$ cat config.mk
export PLATFORM = sky130hd
export DESIGN_NAME = mem_initiator_flat
export DESIGN_NICKNAME = d
export VERILOG_FILES = /design/src/rtl/mem_initiator_if.sv /design/src/rtl/mem_initiator.sv /design/src/flat_wrapper.sv
export SDC_FILE = /design/constraint.sdc
export NUM_CORES = 1
export LEC_CHECK = 0
export BUFFER_PORTS_ARGS = -buffer_cell sky130_fd_sc_hd__buf_2
export CAP_MARGIN = 5
export CELL_PAD_IN_SITES_DETAIL_PLACEMENT = 0
export CELL_PAD_IN_SITES_GLOBAL_PLACEMENT = 1
export CORE_AREA = 2 2 122 124
export DETAILED_ROUTE_END_ITERATION = 6
export DIE_AREA = 0 0 124 126
export GPL_ROUTABILITY_DRIVEN = 0
export PLACE_DENSITY = 0.87
export SETUP_SLACK_MARGIN = 0.02
export SLEW_MARGIN = 20
export SYNTH_ARGS = -nofsm -noshare
export SYNTH_HDL_FRONTEND = slang
export SYNTH_SLANG_ARGS = --single-unit
$ cat constraint.sdc
create_clock -name clock -period 2.25 [get_ports clock]
set_input_delay 0.45 -clock clock [delete_from_list [all_inputs] [get_ports clock]]
set_output_delay 0.45 -clock clock [all_outputs]
set_load 0.01 [all_outputs]
$ cat src/rtl/mem_initiator_if.sv
`default_nettype none
// +----------------------------------------------------------------------+
// | mem_initiator_if: command/response channels plus native memory bus   |
// | Revision: 1.0                                                        |
// +----------------------------------------------------------------------+
interface mem_initiator_if;
  logic        cmd_valid;
  logic        cmd_ready;
  logic        cmd_write;
  logic        cmd_instr;
  logic [31:0] cmd_addr;
  logic [31:0] cmd_wdata;
  logic [3:0]  cmd_wstrb;
  logic        rsp_valid;
  logic        rsp_ready;
  logic [31:0] rsp_rdata;
  logic        rsp_error;
  logic        mem__mem_valid;
  logic        mem__mem_instr;
  logic [31:0] mem__mem_addr;
  logic [31:0] mem__mem_wdata;
  logic [3:0]  mem__mem_wstrb;
  logic        mem__mem_ready;
  logic [31:0] mem__mem_rdata;

  modport master (
    input  cmd_valid, cmd_write, cmd_instr, cmd_addr, cmd_wdata, cmd_wstrb,
    output cmd_ready,
    output rsp_valid, rsp_rdata, rsp_error,
    input  rsp_ready,
    output mem__mem_valid, mem__mem_instr, mem__mem_addr, mem__mem_wdata, mem__mem_wstrb,
    input  mem__mem_ready, mem__mem_rdata
  );

  modport slave (
    output cmd_valid, cmd_write, cmd_instr, cmd_addr, cmd_wdata, cmd_wstrb,
    input  cmd_ready,
    input  rsp_valid, rsp_rdata, rsp_error,
    output rsp_ready,
    input  mem__mem_valid, mem__mem_instr, mem__mem_addr, mem__mem_wdata, mem__mem_wstrb,
    output mem__mem_ready, mem__mem_rdata
  );
endinterface
`default_nettype wire

$ cat src/rtl/mem_initiator.sv
`default_nettype none
// +----------------------------------------------------------------------+
// | mem_initiator: single-outstanding bus initiator with request timeout |
// | Revision: 1.0                                                        |
// +----------------------------------------------------------------------+
module mem_initiator #(
  parameter int TIMEOUT_CYCLES = 1024,
  parameter int CNT_W          = $clog2(TIMEOUT_CYCLES + 1)
) (
  input  logic            clock,
  input  logic            reset,
  mem_initiator_if.master bus,
  output logic            busy
);

  typedef enum logic [1:0] {
    S_IDLE = 2'd0,
    S_REQ  = 2'd1,
    S_RSP  = 2'd2
  } state_t;

  localparam logic [CNT_W-1:0] c_cnt_last = CNT_W'(TIMEOUT_CYCLES - 1);

  state_t           r_state, w_state;
  logic [31:0]      r_addr, w_addr;
  logic [31:0]      r_wdata, w_wdata;
  logic [3:0]       r_wstrb, w_wstrb;
  logic             r_instr, w_instr;
  logic             r_write, w_write;
  logic [31:0]      r_rdata, w_rdata;
  logic             r_error, w_error;
  logic [CNT_W-1:0] r_cnt, w_cnt;

  always_ff @(posedge clock or negedge reset) begin
    if (!reset) begin
      r_state <= S_IDLE;
      r_addr  <= '0;
      r_wdata <= '0;
      r_wstrb <= '0;
      r_instr <= 1'b0;
      r_write <= 1'b0;
      r_rdata <= '0;
      r_error <= 1'b0;
      r_cnt   <= '0;
    end else begin
      r_state <= w_state;
      r_addr  <= w_addr;
      r_wdata <= w_wdata;
      r_wstrb <= w_wstrb;
      r_instr <= w_instr;
      r_write <= w_write;
      r_rdata <= w_rdata;
      r_error <= w_error;
      r_cnt   <= w_cnt;
    end
  end

  always_comb begin
    w_state = r_state;
    w_addr  = r_addr;
    w_wdata = r_wdata;
    w_wstrb = r_wstrb;
    w_instr = r_instr;
    w_write = r_write;
    w_rdata = r_rdata;
    w_error = r_error;
    w_cnt   = r_cnt;
    case (r_state)
      S_IDLE: begin
        if (bus.cmd_valid) begin
          w_addr  = bus.cmd_addr & 32'hFFFF_FFFC;
          w_wdata = bus.cmd_wdata;
          w_instr = bus.cmd_instr;
          w_write = bus.cmd_write;
          w_wstrb = bus.cmd_write ? bus.cmd_wstrb : 4'b0000;
          w_rdata = '0;
          w_error = 1'b0;
          w_cnt   = '0;
          // A write that enables no bytes has nothing to do on the bus.
          if (bus.cmd_write && (bus.cmd_wstrb == 4'b0000)) begin
            w_state = S_RSP;
          end else begin
            w_state = S_REQ;
          end
        end
      end
      S_REQ: begin
        if (bus.mem__mem_ready) begin
          w_rdata = r_write ? 32'h0 : bus.mem__mem_rdata;
          w_error = 1'b0;
          w_state = S_RSP;
        end else if (r_cnt == c_cnt_last) begin
          w_rdata = '0;
          w_error = 1'b1;
          w_state = S_RSP;
        end else begin
          w_cnt = r_cnt + CNT_W'(1);
        end
      end
      S_RSP: begin
        if (bus.rsp_ready) begin
          w_state = S_IDLE;
          w_cnt   = '0;
        end
      end
      default: begin
        w_state = S_IDLE;
      end
    endcase
  end

  // Valid is decoded from state so an asynchronous reset drops it at once.
  assign bus.cmd_ready      = (r_state == S_IDLE);
  assign bus.mem__mem_valid = (r_state == S_REQ);
  assign bus.mem__mem_instr = r_instr;
  assign bus.mem__mem_addr  = r_addr;
  assign bus.mem__mem_wdata = r_wdata;
  assign bus.mem__mem_wstrb = r_wstrb;
  assign bus.rsp_valid      = (r_state == S_RSP);
  assign bus.rsp_rdata      = r_rdata;
  assign bus.rsp_error      = r_error;
  assign busy               = (r_state != S_IDLE);

endmodule
`default_nettype wire

$ cat src/flat_wrapper.sv
// flat-port wrapper written by rule: the top's interface ports become plain ports
module mem_initiator_flat 
#(
  parameter int TIMEOUT_CYCLES = 1024,
  parameter int CNT_W          = $clog2(TIMEOUT_CYCLES + 1)
)
  (clock, reset, busy, bus_cmd_valid, bus_cmd_write, bus_cmd_instr, bus_cmd_addr, bus_cmd_wdata, bus_cmd_wstrb, bus_cmd_ready, bus_rsp_valid, bus_rsp_rdata, bus_rsp_error, bus_rsp_ready, bus_mem__mem_valid, bus_mem__mem_instr, bus_mem__mem_addr, bus_mem__mem_wdata, bus_mem__mem_wstrb, bus_mem__mem_ready, bus_mem__mem_rdata);
  mem_initiator_if bus_i ();
  input  logic clock;
  input  logic reset;
  output logic busy;
  input wire logic [$bits(bus_i.cmd_valid)-1:0] bus_cmd_valid;
  input wire logic [$bits(bus_i.cmd_write)-1:0] bus_cmd_write;
  input wire logic [$bits(bus_i.cmd_instr)-1:0] bus_cmd_instr;
  input wire logic [$bits(bus_i.cmd_addr)-1:0] bus_cmd_addr;
  input wire logic [$bits(bus_i.cmd_wdata)-1:0] bus_cmd_wdata;
  input wire logic [$bits(bus_i.cmd_wstrb)-1:0] bus_cmd_wstrb;
  output wire logic [$bits(bus_i.cmd_ready)-1:0] bus_cmd_ready;
  output wire logic [$bits(bus_i.rsp_valid)-1:0] bus_rsp_valid;
  output wire logic [$bits(bus_i.rsp_rdata)-1:0] bus_rsp_rdata;
  output wire logic [$bits(bus_i.rsp_error)-1:0] bus_rsp_error;
  input wire logic [$bits(bus_i.rsp_ready)-1:0] bus_rsp_ready;
  output wire logic [$bits(bus_i.mem__mem_valid)-1:0] bus_mem__mem_valid;
  output wire logic [$bits(bus_i.mem__mem_instr)-1:0] bus_mem__mem_instr;
  output wire logic [$bits(bus_i.mem__mem_addr)-1:0] bus_mem__mem_addr;
  output wire logic [$bits(bus_i.mem__mem_wdata)-1:0] bus_mem__mem_wdata;
  output wire logic [$bits(bus_i.mem__mem_wstrb)-1:0] bus_mem__mem_wstrb;
  input wire logic [$bits(bus_i.mem__mem_ready)-1:0] bus_mem__mem_ready;
  input wire logic [$bits(bus_i.mem__mem_rdata)-1:0] bus_mem__mem_rdata;
  assign bus_i.cmd_valid = bus_cmd_valid;
  assign bus_i.cmd_write = bus_cmd_write;
  assign bus_i.cmd_instr = bus_cmd_instr;
  assign bus_i.cmd_addr = bus_cmd_addr;
  assign bus_i.cmd_wdata = bus_cmd_wdata;
  assign bus_i.cmd_wstrb = bus_cmd_wstrb;
  assign bus_cmd_ready = bus_i.cmd_ready;
  assign bus_rsp_valid = bus_i.rsp_valid;
  assign bus_rsp_rdata = bus_i.rsp_rdata;
  assign bus_rsp_error = bus_i.rsp_error;
  assign bus_i.rsp_ready = bus_rsp_ready;
  assign bus_mem__mem_valid = bus_i.mem__mem_valid;
  assign bus_mem__mem_instr = bus_i.mem__mem_instr;
  assign bus_mem__mem_addr = bus_i.mem__mem_addr;
  assign bus_mem__mem_wdata = bus_i.mem__mem_wdata;
  assign bus_mem__mem_wstrb = bus_i.mem__mem_wstrb;
  assign bus_i.mem__mem_ready = bus_mem__mem_ready;
  assign bus_i.mem__mem_rdata = bus_mem__mem_rdata;
  mem_initiator #(.TIMEOUT_CYCLES(TIMEOUT_CYCLES), .CNT_W(CNT_W)) u_core (.clock(clock), .reset(reset), .bus(bus_i), .busy(busy));
endmodule
Yosys cells after proc, flatten, opt, wreduce, memory -nomap -nowiden

Cells that the tools add are included.

Muxes and demuxes: 21
Add/subtract/negate cells: 1
Eq/ne operators: 8
Reductions and logical operators: 10

Operators by type and width:

| kind                                                  | number |
|---|---|
| two-way mux 32 bit                                    | 4 |
| case mux 32 bit (2 select lines)                      | 1 |
| two-way mux 11 bit                                    | 4 |
| case mux 11 bit (3 select lines)                      | 1 |
| adder 11 x 1 -> 11 bit, second input constant         | 1 |
| equality test 11 x 10 -> 1 bit, second input constant | 1 |
| two-way mux 2 bit                                     | 5 |
| inequality test 2 bit, second input constant          | 3 |
| case mux 2 bit (3 select lines)                       | 1 |
| AND reduction 3 bit                                   | 2 |
| AND reduction 5 bit                                   | 1 |
| logical NOT 4 bit                                     | 1 |
| two-way mux 4 bit                                     | 1 |
| nonzero test 2 bit                                    | 2 |
| two-way mux 1 bit                                     | 3 |
| inequality test 3 x 1 -> 1 bit, second input constant | 1 |
| nonzero test 3 bit                                    | 1 |
| equality test 2 x 1 -> 1 bit, second input constant   | 1 |
| equality test 2 bit, second input constant            | 1 |
| logical NOT 2 bit                                     | 1 |
| inequality test 2 x 1 -> 1 bit, second input constant | 1 |
| case mux 1 bit (2 select lines)                       | 1 |
| AND reduction 2 bit                                   | 1 |
| logical AND 1 bit                                     | 1 |

Bits in registers: 114
Input port bits: 107
Output and inout bits: 106

Logic depth before layout (Yosys ltp)

Depth in word-level cells: 5
Depth in mapped cells: 7
Mapped depth without buffers: 5

Worst setup path before layout

No wires, ideal clock.

Kind: register -> register
Start: register u_core.r_cnt[0]
End: register u_core.r_rdata[23] (netlist: u_core.bus.rsp_rdata[23])
Data arrival time: 1,590 ps
Slack: 539 ps
Buffers on the path: 2
Period minus slack after synthesis: 1,711 ps
Stages on the path, launching flop included: 8
Cell sequence: dfrtp_1 -> ha_1 -> nand4_2 -> o311ai_0 -> nand2b_1 -> buf_2 -> buf_6 -> a22o_1

Word-level cells in the longest chain between the ends: 3

Ends and longest elaborated chain:

| what                                     | line                | RTL |
|---|---|---|
| start, declared                          | mem_initiator.sv:32 | `logic [CNT_W-1:0] r_cnt, w_cnt;` |
| start signal, assigned                   | mem_initiator.sv:54 | `r_cnt <= w_cnt;` |
| equality test 11 x 10 -> 1 bit           | mem_initiator.sv:92 | `end else if (r_cnt == c_cnt_last) begin` |
| inequality test 3 x 1 -> 1 bit (no line) | n/a                 |  |
| AND reduction 3 bit (no line)            | n/a                 |  |
| end signal, assigned                     | mem_initiator.sv:52 | `r_rdata <= w_rdata;` |
| end, declared                            | mem_initiator.sv:30 | `logic [31:0] r_rdata, w_rdata;` |

Every way passes these cells.
A chain may end at the register's enable or synchronous reset.

Worst setup path after layout

Start: register u_core.r_cnt[0]
End: register u_core.r_cnt[8]

Word-level cells in the longest chain between the ends: 4

Ends and longest elaborated chain:

| what                             | line                | RTL |
|---|---|---|
| adder 11 x 1 -> 11 bit           | mem_initiator.sv:97 | `w_cnt = r_cnt + CNT_W'(1);` |
| two-way mux 11 bit               | mem_initiator.sv:92 |  |
| two-way mux 11 bit               | mem_initiator.sv:88 | `if (bus.mem__mem_ready) begin` |
| case mux 11 bit (3 select lines) | mem_initiator.sv:68 | `case (r_state)` |

Several ways; a longest one is shown, not always the timed one. The select of a mux whose other input is x is not followed.

==> flow_summary_export.csv <==
group,metric,value,unit
synth,synth_top_cells_by_count,"nand2_1 (210), dfrtp_1 (114), a22o_1 (33)",
cells_and_area,final_nets,765,
sta,hold_viol_final,0,
sta,tightest_slew,0.6159,ns
synth,mappedNetlistArea,0.004502,mm^2
power_and_ir_drop,peakVddDrop,605.4,uV
synth,dominantRegCellSynth,"dfrtp_1",
cells_and_area,diodes,0,
sta,maxSlewHeadroom,58.94,%
power_and_ir_drop,leakagePower,3.626,nW
outcome,outcome,"finished clean",
setup_path,reg2reg_depth,5,
cells_and_area,drive_gt1_share,38.06,%
sta,fmax,531.3,MHz
synth,synth_area_leader_cell,"dfrtp_1",
clocking,cts_resized,0,
synth,synth_edf_count,0,
die,die_area,0.01562,mm^2
place,numPlacedInstances,822,
global_routing,globalRouteTotalUtil,15.34,%
run,cap_violations,0,
sta,rsz0062_at_grt,"false",
global_routing,first_global_vias,3824,
setup_path,required,2.57,ns
global_routing,grt_max_degree,115,
setup_path,path_cells,"ha_1 > nand4_2 > o31ai_2 > nand2_1 > a31oi_1",
cells_and_area,area_growth,42.47,%
synth,async_flop_share,100.0,%
die,row_count,44,
die,die_height,126,um
power_and_ir_drop,clock_power_share,32.3,%
clocking,h-tree-depth,4,
power_and_ir_drop,p_int,6.263,mW
place,dp_worst_setup_slack,0.3948,ns
setup_path,r2r_start,"u_core.r_cnt[0]$_DFFE_PN0P_",
cells_and_area,fin_cells,854,
synth,synth.top_cell.area_share,63.37,%
die,die_w,124,um
route,vias,3886,
sta,setup_viol,0,
die,ios,213,
setup_path,slowest_delay,0.49,ns
setup_path,crit_slowest_cell,"o31ai_2",
clocking,clkTransAtPathRegs,0.05,ns
route,wirelength,11780,um
clocking,postCtsHoldBufs,0,
route,ant_nets,0,
power_and_ir_drop,power_density,1468,mW/mm^2
global_routing,antenna_found_initial,0,
route,viasPerCell,4.550,
setup_path,worstSetupStartpointType,"register",
power_and_ir_drop,pwr-share-comb,32.1,%
route,first_pass_iters,6,
sta,worst_slack,0.3678,ns
place,hpwlAfterDp,7644,um
setup_path,r2r_slack,0.37,ns
clocking,insertion_delay,0.40,ns
sta,slew_viol_final,0,
synth,ys_seq_area_share,63.37,%
sta,fin_crit,1.882,ns
setup_path,endpoint_kind,"register",
clocking,cts-buffers-inserted,17,
route,dr.first_iter.drc_count,182,
synth,syn_inst,447,
setup_path,cp_max_fo,7,
clocking,clk_path_buf_depth,2,
sta,tns,0,ns
synth,ys_top_cells_by_area,"dfrtp_1 (63%), nand2_1 (18%), a22o_1 (6.4%)",
die,initial_core_util,31.45,%
synth,yosys_warnings,0,
clocking,cts_root_buf,"clkbuf_16",
clocking,clkSinkCount,114,
synth,yosysMostFrequentCell,"nand2_1",
sta,fin_worst_skew,0.005370,ns
power_and_ir_drop,power_frac_seq,35.6,%
sta,fin_crit_sh,83.65,%
power_and_ir_drop,power.switching,3.150,mW
global_routing,grt_pass1_wl,18810,um
global_routing,grt-ovfl-total,0,
clocking,postCtsSetupRepairBufs,0,
synth,synth.avg_cell_area,10.07,um^2
setup_path,r2r-end,"u_core.r_cnt[8]$_DFFE_PN0P_",
synth,ys_ff_latch,114,
synth,ys_types,43,
route,drc_errors,0,
setup_path,criticalPathCategory,"register to register",
power_and_ir_drop,swShare,33.47,%
place,portBuffers,208,
setup_path,worstPathArrival,2.20,ns
min_path,min_path_type,"input pin to asynchronous set/reset pin",
route,post_drt_wl_per_cell,13.79,um
clocking,cts_tree,"built",
power_and_ir_drop,power,9.413,mW
die,core,0.01431,mm^2
[power by group through the flow]
| stage | Sequential [mW] | Combinational [mW] | Clock, mW |
|---|---|---|---|
| global placement | 3.35 | 3.02 | 0 |
| floorplan | 3.74 | 1.33 | 0 |
| finish | 3.35 | 3.02 | 3.04 |
| detailed placement | 3.35 | 3.08 | 0 |
| CTS | 3.36 | 3.09 | 3.11 |
| global route | 3.47 | 3.40 | 3.22 |
[how the worst max path moves through the flow]
stage / start / endpoint / slack (ns) / depth (start not counted)
floorplan: u_core.r_cnt[0]$_DFFE_PN0P_ / u_core.bus.rsp_rdata[23]$_DFFE_PN0P_ / 0.54 / 7
global placement: u_core.r_cnt[0]$_DFFE_PN0P_ / u_core.bus.rsp_rdata[13]$_DFFE_PN0P_ / 0.41 / 6
detailed placement: u_core.r_cnt[0]$_DFFE_PN0P_ / u_core.bus.rsp_rdata[2]$_DFFE_PN0P_ / 0.39 / 6
CTS: u_core.r_cnt[0]$_DFFE_PN0P_ / u_core.bus.rsp_rdata[2]$_DFFE_PN0P_ / 0.36 / 6
global route: u_core.r_cnt[0]$_DFFE_PN0P_ / u_core.r_cnt[3]$_DFFE_PN0P_ / 0.13 / 5
finish: u_core.r_cnt[0]$_DFFE_PN0P_ / u_core.r_cnt[8]$_DFFE_PN0P_ / 0.37 / 5
[cell type report]
class	count	area, um^2
Tap cell	184	230.2
Multi-Input combinational cell	306	1518
Inverter	3	11.26
Timing Repair Buffer	215	1134
Clock buffer	22	464.2
Sequential cell	114	2853
Fill cell	1409	7900
Clock inverter	10	203.9
[cells in the final DEF (no fill, tap or decap), drive strengths merged, types with 2 or more instances in the layout]
cell	instances
a22o	33
nor3b	2
clkinv	4
or2	2
conb	2
buf	215
a31oi	7
nand2b	4
and3	2
bufinv	6
nand4	2
inv	3
o21ai	2
dfrtp	114
nand3	10
and2	4
a21oi	4
nor2	3
clkbuf	22
o31ai	2
nand2	210
[metal layers]
layer	track usage, %	part of all wire, %
met1	18.79	43
met2	24.47	46
met3	7.065	10
met4	3.966	0.87
met5	0	0
[cell families after synthesis]
logic type | synth area share (%)
simple gates | 22.79
flops | 63.37
compound gates | 10.03
buf+inv | 3.224
mux | 0.2224
fa+ha+maj | 0.2779
other cells | 0.08330
[registers in the layout, indices dropped and copies added, names as in the netlist]
register / count
u_core.r_state: 2
u_core.bus.rsp_rdata: 32
u_core.bus.mem__mem_instr: 1
u_core.r_write: 1
u_core.bus.mem__mem_wdata: 32
u_core.r_cnt: 11
u_core.bus.mem__mem_addr: 30
u_core.bus.mem__mem_wstrb: 4
u_core.bus.rsp_error: 1
[metrics by stage]
stage,area [um^2],hold slack [ns],util [%]
6_report,6414,0.1211,44.81
2_1_floorplan,4506,0.1544,-
4_1_cts,6414,0.1575,44.81
3_5_place_dp,5746,0.4552,40.14
3_3_place_gp,5746,0.4456,40.14
5_1_grt,6414,0.1771,44.81
[worst max-delay path, delay by kind of cell, from the launching register on]
family / cells / cell delay [ns]
AOI/OAI and AO/OA: 2 / 0.72
adders and majority gates: 1 / 0.26
DFF: 1 / 0.37
and+or+nand+nor: 2 / 0.45
No activity file was read; power rests on OpenSTA's default activity.
